--- src/rtl/fir_input_feeder.sv ---
// Sample FIFO and issue sequencer in front of the 64-tap FIR core; one sample in flight at a time.
// Optional WAIT watchdog enabled by defining FEEDER_TIMEOUT_EN.
module fir_input_feeder #(
    parameter int unsigned InputWidth    = 16,
    parameter int unsigned FifoDepth     = 8,
    parameter int unsigned TimeoutCycles = 256
) (
    input  logic                         clk,
    input  logic                         rst,
    input  logic                         s_valid,
    output logic                         s_ready,
    input  logic [InputWidth-1:0]        s_data,
    output logic                         fir_inputValid,
    output logic [InputWidth-1:0]        fir_input,
    input  logic                         fir_outputValid,
    output logic                         busy,
    output logic [$clog2(FifoDepth):0]   fifo_count,
    output logic                         timeout_err
);

    localparam int unsigned PtrW = $clog2(FifoDepth);
    localparam int unsigned CntW = PtrW + 1;

    typedef enum logic [1:0] {
        IDLE  = 2'd0,
        ISSUE = 2'd1,
        WAIT  = 2'd2
    } state_t;

    state_t                state_q, state_d;
    logic [PtrW-1:0]       wr_ptr_q, wr_ptr_d;
    logic [PtrW-1:0]       rd_ptr_q, rd_ptr_d;
    logic [CntW-1:0]       count_q, count_d;
    logic [InputWidth-1:0] fir_input_q, fir_input_d;
    logic [InputWidth-1:0] mem_q [FifoDepth];

    logic push;
    logic pop;
    logic fifo_nonempty;
    logic timeout_hit;

    assign fifo_nonempty = (count_q != '0);
    assign s_ready       = (count_q != CntW'(FifoDepth));
    assign push          = s_valid && s_ready;
    assign fifo_count    = count_q;
    assign fir_input     = fir_input_q;

`ifdef FEEDER_TIMEOUT_EN
    localparam int unsigned ToW = $clog2(TimeoutCycles) + 1;

    logic [ToW-1:0] wait_cnt_q, wait_cnt_d;
    logic           timeout_err_q, timeout_err_d;

    // Counter sits at zero outside WAIT, so it is already cleared on entry.
    assign timeout_hit   = (state_q == WAIT) && !fir_outputValid
                           && (wait_cnt_q == ToW'(TimeoutCycles - 1));
    assign wait_cnt_d    = (state_q == WAIT) ? wait_cnt_q + 1'b1 : '0;
    assign timeout_err_d = timeout_err_q || timeout_hit;
    assign timeout_err   = timeout_err_q;

    always_ff @(posedge clk) begin
        if (rst) begin
            wait_cnt_q    <= '0;
            timeout_err_q <= 1'b0;
        end else begin
            wait_cnt_q    <= wait_cnt_d;
            timeout_err_q <= timeout_err_d;
        end
    end
`else
    logic unused_timeout_cfg;

    assign unused_timeout_cfg = (TimeoutCycles == 0);
    assign timeout_hit        = 1'b0;
    assign timeout_err        = 1'b0;
`endif

    // State register
    always_ff @(posedge clk) begin
        if (rst) begin
            state_q <= IDLE;
        end else begin
            state_q <= state_d;
        end
    end

    // Next-state and pop decision
    always_comb begin
        state_d = state_q;
        pop     = 1'b0;
        unique case (state_q)
            IDLE: begin
                if (fifo_nonempty) begin
                    state_d = ISSUE;
                    pop     = 1'b1;
                end
            end
            ISSUE: begin
                state_d = WAIT;
            end
            WAIT: begin
                if (fir_outputValid) begin
                    if (fifo_nonempty) begin
                        state_d = ISSUE;
                        pop     = 1'b1;
                    end else begin
                        state_d = IDLE;
                    end
                end else if (timeout_hit) begin
                    state_d = IDLE;
                end
            end
            default: begin
                state_d = IDLE;
            end
        endcase
    end

    // Outputs decoded from the registered state
    always_comb begin
        fir_inputValid = (state_q == ISSUE);
        busy           = (state_q != IDLE);
    end

    always_comb begin
        wr_ptr_d    = push ? wr_ptr_q + 1'b1 : wr_ptr_q;
        rd_ptr_d    = pop  ? rd_ptr_q + 1'b1 : rd_ptr_q;
        fir_input_d = pop  ? mem_q[rd_ptr_q] : fir_input_q;
        count_d     = count_q;
        unique case ({push, pop})
            2'b10:   count_d = count_q + 1'b1;
            2'b01:   count_d = count_q - 1'b1;
            default: count_d = count_q;
        endcase
    end

    always_ff @(posedge clk) begin
        if (rst) begin
            wr_ptr_q    <= '0;
            rd_ptr_q    <= '0;
            count_q     <= '0;
            fir_input_q <= '0;
        end else begin
            wr_ptr_q    <= wr_ptr_d;
            rd_ptr_q    <= rd_ptr_d;
            count_q     <= count_d;
            fir_input_q <= fir_input_d;
        end
    end

    always_ff @(posedge clk) begin
        if (push) begin
            mem_q[wr_ptr_q] <= s_data;
        end
    end

endmodule
--- config.mk ---
export PLATFORM = sky130hd
export DESIGN_NAME = fir_input_feeder
export DESIGN_NICKNAME = d
export VERILOG_FILES = /design/src/rtl/fir_input_feeder.sv
export SDC_FILE = /design/constraint.sdc
export NUM_CORES = 1
export LEC_CHECK = 0
export BUFFER_PORTS_ARGS = -buffer_cell sky130_fd_sc_hd__buf_2
export CORE_AREA = 8 8 131 121
export CTS_CLUSTER_SIZE = 25
export DETAILED_ROUTE_END_ITERATION = 10
export DIE_AREA = 0 0 139 129
export PLACE_DENSITY = 0.61
export SYNTH_ARGS = -nofsm -noshare
export SYNTH_HDL_FRONTEND = slang
export SYNTH_SLANG_ARGS = --single-unit
--- constraint.sdc ---
create_clock -name clk -period 2.9 [get_ports clk]
set_input_delay 0.58 -clock clk [delete_from_list [all_inputs] [get_ports clk]]
set_output_delay 0.58 -clock clk [all_outputs]
set_load 0.05 [all_outputs]
==> summary.md, run 1 <==
| Metric | Value |
|---|---|
| Status | finished, final reports clean |
| CTS clk-pin slew, worst paths | 0.06 ns |
| Worst Reg-to-Reg Cells | 8 |
| Root Buffer | clkbuf_16 |
| Final Hold Fails | 0 |
| Final core utilization | 0.514 |
| Setup bufs post-CTS | 0 |
| Leakage power | 0.00237 µW |
| PwrDens | 981 nW/µm² |
| Synth top area share | 0.640 |
| Unrepaired setup endpoints after global routing | no |
| R2R Setup Slk | approximately 0.34 ns |
| Total core area | 13600 µm² |
| Via count | roughly 3000 |
| Area Overhead vs Synth | 16.8% |
| First-pass GRT wire length | 18.1 mm |
| Netlist area before placement | ~6000 µm² |
| Total power | a little under 7000 µW |
| Row count | 41 |
| Synth cell count leaders | edfxtp_1, mux4_2, nor2_1, dfxtp_1, o22ai_1 |
| Sequential cell area fraction in the yosys report | 0.734 |
| Die area | ~18000 µm² |
| Synthesized area per cell | roughly 19 µm² |
| Initial Utilization | 0.440 |
| H-tree levels | 4 |
| Mapped Cells | 322 |
| DR iter-0 viols | approximately 190 |
| Synth Flop Type | edfxtp_1 |
| FF+latch count, synth | approximately 160 |
| Residual DRC | 0 |
| Area contributors post-synth | edfxtp_1, mux4_2, dfxtp_1 |
| First-pass DRT Iterations | 4 |
| Worst Hold Path Cells | 1 |
| GPL Wtd Cong | 0.726 |
| DP Cell Count | approximately 530 |
| Layout cells sized above 1 | 0.352 |
| Minimum clock period | 2.56 ns |
| Num ports | 44 |
| DR vias/cell | between 5 and 6 |
| Detailed placement HPWL | between 6 and 7 mm |
| GRT overflow | 0 |
| Number of synthesized flops with an enable pin | approximately 130 |
| Post-Route WL | about 11 mm |
| Top-count cell post-synth | edfxtp_1 |
| CTS Buf Count | 17 |
| Final net count | 405 |
| Die X | about 140 µm |
| Synth cell types | 38 |
| Max-Cap Viols | 0 |
| FMAX | approximately 400 MHz |
| Hold Buf Count CTS | 0 |
| Initial antenna violation count | 0 |
| CP startpoint kind | flop |
| Clock Latency Late Sink | 0.41 ns |
| Crit share post-route | 0.883 |
| Final Setup Violations | 0 |
| Arrival time worst endpoint | 2.89 ns |
| Die height | roughly 130 µm |
| Worst slew margin relative to its limit | 0.514 |
| Largest net degree at the start of global routing | 35 |
| Vias in the first global route | approximately 3200 |
| Worst r2r src | fifo_count[1]$_SDFFE_PP0P_ |
| Average wire per standard cell | slightly above 20 µm |
| Async S/R FF share, synth | 0 |
| Min-Delay Endpoint | mem_q[7][2]$_DFFE_PP_ |
| Maximum vdd drop | 0.000453 V |
| Fin. max-slew vios | 0 |
| Reg2reg end | fifo_count[3]$_SDFFE_PP0P_ |
| Worst-Margin Slew | ~0.73 ns |
| HP Start | s_data[2] |
| CP max FO | 7 |
| All-Layer GR Usage | 0.137 |
| Syn nets | between 300 and 400 |
| ANT nets after route | 0 |
| Post-CTS Resized | 0 |
| Antenna fix cells | 0 |
| Clk buf depth | 2 |
| Hold Crit Class | input pin to flop |
| CTS tree | done |
| Clk sinks | around 160 |
| Port Buffers | 42 |
| CP Capture Type | flop |
| Largest area contributor in the netlist | edfxtp_1 |
| CP required | about 3.2 ns |
| Layout Cells excl Fill | between 500 and 600 |
| Synth Warn # | 0 |
| Critical path type | flop to flop |
| Setup Skew | 0.00348 ns |
| Fillers | 1108 |
[final cells by class]
class	instances	area, µm²	area share
repair buffers	55	320	0.0457
clock buffers	22	464	0.0662
well taps	172	215	0.0307
clock inverters	10	72.6	0.0104
inverters	5	18.8	0.00268
flip-flops and latches	156	4410	0.629
multi-input cells	144	1510	0.215
[registers in the layout, summed over array words and instances (netlist names)]
register	cells
state_q	2
fifo_count	4
rd_ptr_q	3
wr_ptr_q	3
mem_q	128
fir_input	16
[cells by family after synthesis]
group                      after synthesis  share of synthesized area
adders and majority gates                6                     0.0138
and+or+nand+nor                         74                     0.0761
DFF                                    156                      0.734
AOI/OAI and AO/OA                       24                     0.0248
xor gates and xnor gates                 6                    0.00875
buffers and inverters                   22                     0.0206
other                                    1                   0.000625
muxes                                   33                      0.122
[cell usage in the layout (no fill, tap or decap), types with 2 or more instances in the layout]
| cell | n |
|---|---|
| xnor2_1 | 2 |
| nand2b_1 | 2 |
| nor2_1 | 31 |
| nand2_1 | 2 |
| nor3_2 | 15 |
| clkbuf_16 | 17 |
| ha_1 | 5 |
| clkbuf_1 | 3 |
| clkinv_2 | 4 |
| dfxtp_2 | 3 |
| clkinv_1 | 4 |
| a21oi_1 | 7 |
| nor3_1 | 5 |
| edfxtp_1 | 128 |
| buf_4 | 12 |
| nand3_1 | 4 |
| dfxtp_1 | 25 |
| nor4_1 | 2 |
| clkbuf_8 | 2 |
| o22ai_1 | 15 |
| xor2_1 | 4 |
| nand4_4 | 2 |
| mux4_2 | 32 |
| inv_1 | 5 |
| buf_2 | 42 |
[routing by layer]
| metal | global-route usage | routed length, µm |
|---|---|---|
| met1 | 0.158 | 4770 |
| met2 | 0.237 | 5970 |
| met3 | 0.0344 | 432 |
| met4 | 0.0638 | 207 |
| met5 | 0 | 0 |
[report_power, final]
part / switching (µW) / total, µW / internal, µW
sequential: 148 / 2800 / 2660
combinational: 1290 / 2070 / 772
clock: 801 / 2010 / 1210
[per-stage QoR]
step | hold WS (ns) | setup TNS (ns) | area, µm² | setup slack [ns]
6_report | 0.431 | 0 | 7010 | 0.339
5_1_grt | 0.431 | 0 | 7010 | 0.124
4_1_cts | 0.413 | 0 | 7010 | 0.335
3_5_place_dp | 0.477 | 0 | 6470 | 0.360
3_3_place_gp | 0.473 | 0 | 6470 | 0.419
2_1_floorplan | 0.504 | -3.79 | 6020 | -0.0789
[critical path, stage by stage, from the launching register on]
cell	delay, ns
dfxtp_1	0.36
or4b_1	0.62
nand2_2	0.13
ha_1	0.21
ha_1	0.28
a21oi_1	0.18
a21oi_1	0.10
or4_1	0.47
a21oi_1	0.14
[worst max-delay path by stage]
stage                                           from                    endpoint  slack, ns  depth (start not counted)
final                     fifo_count[1]$_SDFFE_PP0P_  fifo_count[3]$_SDFFE_PP0P_       0.34                          8
after global placement               fir_outputValid  fifo_count[3]$_SDFFE_PP0P_       0.42                          9
after global routing      fifo_count[1]$_SDFFE_PP0P_  fifo_count[3]$_SDFFE_PP0P_       0.12                          8
after detailed placement             fir_outputValid  fifo_count[3]$_SDFFE_PP0P_       0.36                          9
after CTS                 fifo_count[1]$_SDFFE_PP0P_  fifo_count[3]$_SDFFE_PP0P_       0.33                          8
after floorplan           fifo_count[1]$_SDFFE_PP0P_       mem_q[2][0]$_DFFE_PP_      -0.08                          4
Power figures use the tool's default switching activity.
==> run 2, diff against run 1 <==
--- a/config.mk
+++ b/config.mk
@@ -10,7 +10,7 @@
 export CTS_CLUSTER_SIZE = 25
 export DETAILED_ROUTE_END_ITERATION = 10
 export DIE_AREA = 0 0 139 129
-export PLACE_DENSITY = 0.61
+export PLACE_DENSITY = 0.59
 export SYNTH_ARGS = -nofsm -noshare
 export SYNTH_HDL_FRONTEND = slang
 export SYNTH_SLANG_ARGS = --single-unit
==> constraint.sdc (replaced) <==
create_clock -name clk -period 2.6 [get_ports clk]
set_input_delay 0.52 -clock clk [delete_from_list [all_inputs] [get_ports clk]]
set_output_delay 0.52 -clock clk [all_outputs]
set_load 0.05 [all_outputs]
==> run 2 against run 1 <==
- via count is 2.1% higher
- critical path depth is 1 higher
- register-to-register slack worse by 0.22 ns
- final cell count is 0.53% higher
- die area stayed put
- design area is 1.6% higher
- non-clock buffer count is 3 higher
- worst hold slack worse by 0.059 ns
- wire length is 1.9% higher
- largest power group unchanged
- highest routed layer unchanged
==> summary.md, run 2 (same netlist as run 1, synthesis figures left out) <==
| Metric | Value |
|---|---|
| Global Route met3 Usage | 0.0426 (was 0.0344) |
| Leakage power | 0.00241 µW (was 0.00237 µW) |
| Port Buffers | 42 (unchanged) |
| Fin. max-slew vios | 0 (unchanged) |
| Num ports | 44 (unchanged) |
| DR iter-0 viols | 268 (was 192) |
| ANT nets after route | 0 (unchanged) |
| PwrDens | 1130 nW/µm² (was 981 nW/µm²) |
| Post-Layout Inst Area | 7120 µm² (was 7010 µm²) |
| Pre-CTS setup slack | 0.0835 ns (was 0.360 ns) |
| Average wire per standard cell | 20.4 µm (was 20.2 µm) |
| Final Setup Violations | 0 (unchanged) |
| CTS tree | done (unchanged) |
| Setup ws final | 0.122 ns (was 0.339 ns) |
| Hold_ws | 0.371 ns (was 0.431 ns) |
| Post-Route WL | 11.6 mm (was 11.4 mm) |
| Final net count | 408 (was 405) |
| Via count | 3066 (was 3002) |
| Total core area | 13600 µm² (unchanged) |
| Worst-Margin Slew | 0.779 ns (was 0.729 ns) |
| Initial Utilization | 0.440 (unchanged) |
| CP max FO | 6 (was 7) |
| CP Capture Type | flop (unchanged) |
| GRT Max-Usage Layer | met2 (unchanged) |
| CP required | 2.94 ns (was 3.23 ns) |
| Die X | 139 µm (unchanged) |
| Area after DPL | 6520 µm² (was 6470 µm²) |
| FMAX | 404 MHz (was 390 MHz) |
| Hold Crit Class | input pin to flop (unchanged) |
| Initial antenna violation count | 0 (unchanged) |
| Met2 GRT Util | 0.223 (was 0.237) |
| Layout Cells excl Fill | 567 (was 564) |
| Commonest non-fill, non-tap cell in the layout | edfxtp_1 (unchanged) |
| GPL Wtd Cong | 0.732 (was 0.726) |
| First-pass DRT Iterations | 4 (unchanged) |
| Biggest register | mem_q (unchanged) |
| Largest net degree at the start of global routing | 29 (was 35) |
| Status | finished, final reports clean (unchanged) |
| Unrepaired setup endpoints after global routing | no (unchanged) |
| Most frequent cells in the layout | edfxtp_1, buf_2, mux4_2, nor2_1, dfxtp_1 (unchanged) |
| Die area | 17900 µm² (unchanged) |
| Sum Neg Setup Slack | 0 ns (unchanged) |
| Crit share post-route | 0.953 (was 0.883) |
| Setup Skew | 0.00824 ns (was 0.00348 ns) |
| First-pass GRT wire length | 18.3 mm (was 18.1 mm) |
| All-Layer GR Usage | 0.139 (was 0.137) |
| Antenna fix cells | 0 (unchanged) |
| Final Hold Fails | 0 (unchanged) |
| CTS Buf Count | 17 (unchanged) |
| Worst slew margin relative to its limit | 0.481 (was 0.514) |
| Area Overhead vs Synth | 18.7% (was 16.8%) |
| Clk buf depth | 2 (unchanged) |
| DP Cell Count | 535 (was 532) |
| CP startpoint kind | flop (unchanged) |
| Layout cells sized above 1 | 0.375 (was 0.352) |
| Die height | 129 µm (unchanged) |
| Detailed placement HPWL | 6.62 mm (was 6.64 mm) |
| GRT overflow | 0 (unchanged) |
| Hold Buf Count CTS | 0 (unchanged) |
| DR vias/cell | 5.41 (was 5.32) |
| Root Buffer | clkbuf_16 (unchanged) |
| H-tree levels | 4 (unchanged) |
| Max FFs per register | 128 (unchanged) |
| Maximum vdd drop | 0.000518 V (was 0.000453 V) |
| Met1 usage | 0.171 (was 0.158) |
| Row count | 41 (unchanged) |
| Max-Cap Viols | 0 (unchanged) |
| Residual DRC | 0 (unchanged) |
| Clk sinks | 156 (unchanged) |
| Arrival time worst endpoint | 2.81 ns (was 2.89 ns) |
| Clock Latency Late Sink | 0.42 ns (was 0.41 ns) |
| Minimum clock period | 2.48 ns (was 2.56 ns) |
| Vias in the first global route | 3212 (was 3196) |
| Critical path type | flop to flop (unchanged) |
| CTS clk-pin slew, worst paths | 0.06 ns (about the same) |
run 2: cell types whose count changed in the layout (fill, tap and decap cells not counted), moves of 2 or more:
cell / previous run / this run
buf_4: 12 / 16
bufinv_16: 1 / 4
dfxtp_4: 0 / 3
clkbuf_8: 2 / 0
clkinv_2: 4 / 2
clkinvlp_4: 1 / 3
dfxtp_1: 25 / 23
run 2: where the power goes:
group / internal [µW] / total [µW] / switching [µW]
sequential: 2970 / 3080 / 116
clock: 1590 / 2540 / 941
combinational: 879 / 2400 / 1520
run 2: routing by layer:
layer / wire length (µm) / vias up
li1: - / 1402
met1: 5290 / 1583
met2: 5640 / 66
met3: 487 / 15
met4: 178 / 0
met5: 0 / -
run 2: stage by stage:
stage | total power [µW] | utilization
2_1_floorplan | 5000 | -
3_3_place_gp | 5530 | 0.477
3_5_place_dp | 5580 | 0.477
4_1_cts | 8100 | 0.522
5_1_grt | 8400 | 0.522
6_report | 8020 | 0.522
run 2: worst paths after layout:
| path | startpoint | end | slack, ns | cells after the start |
|---|---|---|---|---|
| setup / recovery | fifo_count[0]$_SDFFE_PP0P_ | fifo_count[3]$_SDFFE_PP0P_ | 0.12 | 9 |
| hold reg to reg | fir_input[12]$_SDFFE_PP0P_ | fir_input[12]$_SDFFE_PP0P_ | 0.49 | 2 |
| hold / removal | s_data[4] | mem_q[4][4]$_DFFE_PP_ | 0.37 | 1 |
| setup reg to reg | fifo_count[0]$_SDFFE_PP0P_ | fifo_count[3]$_SDFFE_PP0P_ | 0.12 | 9 |
run 2: layout make-up:
cell class,instances,area (µm²)
clock buffer,19,433
clock inverter,13,173
fill,1103,6520
inverter,5,18.8
multi-input combinational,144,1540
sequential,156,4420
tap,172,215
timing repair buffer,58,330
run 2: critical path, stage by stage, from the launching register on:
cell and delay [ns]:
dfxtp_4 0.34, buf_4 0.15, nor4_2 0.42, nor3_4 0.08
ha_2 0.20, ha_1 0.32, a21oi_1 0.17, a21oi_1 0.10
or4_1 0.46, a21oi_1 0.15
run 2: repair_timing:
| action | 4_1_cts | 5_1_grt |
|---|---|---|
| endpoints found under the setup margin | 0 | 1 |
| resized for setup | 0 | 1 |
| buffers inserted | 0 | 0 |
==> run 3, diff against run 2 <==
--- a/config.mk
+++ b/config.mk
@@ -11,6 +11,7 @@
 export DETAILED_ROUTE_END_ITERATION = 10
 export DIE_AREA = 0 0 139 129
 export PLACE_DENSITY = 0.59
+export SETUP_SLACK_MARGIN = 0.15
 export SYNTH_ARGS = -nofsm -noshare
 export SYNTH_HDL_FRONTEND = slang
 export SYNTH_SLANG_ARGS = --single-unit
==> run 3 against run 2 <==
- sequential share of layout area grew 0.090 points
- register-to-register slack gained 0.11 ns
- total power shrank 0.41%
- via count shrank 1.7%
- combinational power is essentially flat
- critical path type unchanged
- critical endpoint unchanged
- largest cell class unchanged
- largest power group unchanged
==> summary.md, run 3 (same netlist as run 1, synthesis figures left out) <==
| Metric | Value |
|---|---|
| Total core area | 13600 µm² (unchanged) |
| Die area | 17900 µm² (unchanged) |
| Detailed placement HPWL | 6.56 mm (was 6.62 mm) |
| Clk sinks | 156 (unchanged) |
| Sum Neg Setup Slack | 0 ns (unchanged) |
| Maximum vdd drop | 0.000568 V (was 0.000518 V) |
| Max FFs per register | 128 (unchanged) |
| Comb pwr share | 0.299 (about the same) |
| CP required | 2.94 ns (about the same) |
| Fin. max-slew vios | 0 (unchanged) |
| Unrepaired setup endpoints after global routing | no (unchanged) |
| Pre-CTS setup slack | 0.117 ns (was 0.0835 ns) |
| Setup Skew | 0.00815 ns (was 0.00824 ns) |
| Final core utilization | 0.522 (about the same) |
| Initial antenna violation count | 0 (unchanged) |
| Die X | 139 µm (unchanged) |
| Most frequent cells in the layout | edfxtp_1, buf_2, mux4_2, nor2_1, dfxtp_1 (unchanged) |
| Hold_ws | 0.362 ns (was 0.371 ns) |
| GPL Wtd Cong | 0.669 (was 0.732) |
| Minimum clock period | 2.37 ns (was 2.48 ns) |
| Die height | 129 µm (unchanged) |
| Max-Cap Viols | 0 (unchanged) |
| Status | finished, final reports clean (unchanged) |
| Largest net degree at the start of global routing | 35 (was 29) |
| Hold Buf Count CTS | 0 (unchanged) |
| CTS clk-pin slew, worst paths | 0.06 ns (about the same) |
| Internal Power | 5380 µW (was 5440 µW) |
| Setup ws final | 0.232 ns (was 0.122 ns) |
| Crit-path leading delay family | simple AND/OR/NAND/NOR gates (unchanged) |
| Average wire per standard cell | 20.4 µm (about the same) |
| Hold Crit Class | input pin to flop (unchanged) |
| CP max stage delay | 0.61 ns (was 0.46 ns) |
| Port Buffers | 42 (unchanged) |
| FMAX | 422 MHz (was 404 MHz) |
| Antenna fix cells | 0 (unchanged) |
| PwrDens | 1120 nW/µm² (was 1130 nW/µm²) |
| Num ports | 44 (unchanged) |
| Clock power frac | 0.313 (was 0.316) |
| First-pass GRT wire length | 18.3 mm (about the same) |
| Sequential share of power | 0.388 (was 0.385) |
| Worst-Margin Slew | 0.731 ns (was 0.779 ns) |
| CTS Buf Count | 17 (unchanged) |
| CP cell instances | or4b_4, nand2_8, ha_4, ha_4, a21oi_2, a21oi_1, or4_1, a21oi_1 (was buf_4, nor4_2, nor3_4, ha_2, ha_1, a21oi_1, a21oi_1, or4_1, a21oi_1) |
| Final Setup Violations | 0 (unchanged) |
| Clk buf depth | 2 (unchanged) |
| Critical path type | flop to flop (unchanged) |
| DR iter-0 viols | 170 (was 268) |
| Via count | 3015 (was 3066) |
| CP max FO | 7 (was 6) |
| ANT nets after route | 0 (unchanged) |
| CP Capture Type | flop (unchanged) |
| CP startpoint kind | flop (unchanged) |
| Residual DRC | 0 (unchanged) |
| DR vias/cell | 5.36 (was 5.41) |
| Setup bufs post-CTS | 0 (unchanged) |
| Row count | 41 (unchanged) |
| Commonest non-fill, non-tap cell in the layout | edfxtp_1 (unchanged) |
| Root Buffer | clkbuf_16 (unchanged) |
| Slowest stage cell, crit path | or4b_4 (was or4_1) |
| Final net count | 404 (was 408) |
| Vias in the first global route | 3148 (was 3212) |
| Switching part of the total | 0.327 (was 0.322) |
| Crit share post-route | 0.911 (was 0.953) |
| Arrival time worst endpoint | 2.70 ns (was 2.81 ns) |
| Layout cells sized above 1 | 0.379 (was 0.375) |
| WP buf/inv | 0 (was 1) |
| WP depth | 8 (was 9) |
| Worst slew margin relative to its limit | 0.513 (was 0.481) |
| Final Hold Fails | 0 (unchanged) |
| All-Layer GR Usage | 0.140 (was 0.139) |
| GRT overflow | 0 (unchanged) |
| H-tree levels | 4 (unchanged) |
| Area Overhead vs Synth | 18.6% (was 18.7%) |
| P_sw | 2610 µW (was 2580 µW) |
| First-pass DRT Iterations | 4 (unchanged) |
| Post-CTS Resized | 1 (was 0) |
| Initial Utilization | 0.440 (unchanged) |
| Clock Latency Late Sink | 0.42 ns (about the same) |
| CTS tree | done (unchanged) |
| Biggest register | mem_q (unchanged) |
| Leakage power | 0.00238 µW (was 0.00241 µW) |
| Worst Reg-to-Reg Cells | 8 (was 9) |
| Post-Route WL | 11.5 mm (was 11.6 mm) |
| Worst Hold Path Cells | 1 (unchanged) |
[run 3: worst paths after layout]
kind | from | end | slack, ns
max | fifo_count[2]$_SDFFE_PP0P_ | fifo_count[3]$_SDFFE_PP0P_ | 0.23
min | s_data[4] | mem_q[7][4]$_DFFE_PP_ | 0.36
max reg2reg | fifo_count[2]$_SDFFE_PP0P_ | fifo_count[3]$_SDFFE_PP0P_ | 0.23
min reg2reg | fir_input[11]$_SDFFE_PP0P_ | fir_input[11]$_SDFFE_PP0P_ | 0.49
[run 3: cell type report]
| type | instances | area [µm²] |
|---|---|---|
| fillers | 1095 | 6530 |
| flip-flops and latches | 156 | 4420 |
| multi-input cells | 144 | 1560 |
| clock buffers | 20 | 437 |
| repair buffers | 54 | 300 |
| well taps | 172 | 215 |
| clock inverters | 12 | 164 |
| inverters | 5 | 18.8 |
[run 3: power groups by stage]
stage,Sequential [µW],Combinational [µW],Clock [µW]
3_3_place_gp,3140,2400,0
2_1_floorplan,3490,1540,0
5_1_grt,3140,2610,2660
4_1_cts,3100,2450,2560
6_report,3100,2390,2500
3_5_place_dp,3150,2440,0
[run 3: stage by stage]
stage	std cells	power, µW	area (µm²)
global placement	531	5540	6510
detailed placement	531	5590	6510
floorplan	322	5030	6100
finish	563	7990	7120
global route	563	8410	7120
CTS	563	8110	7120
[run 3: metal layers]
metal  GRT usage  up-vias  routed length, µm
met5           0        -                  0
met2       0.224       67               5670
met1       0.174     1532               4940
met3      0.0407       13                685
li1            -     1403                  -
met4      0.0613        0                179
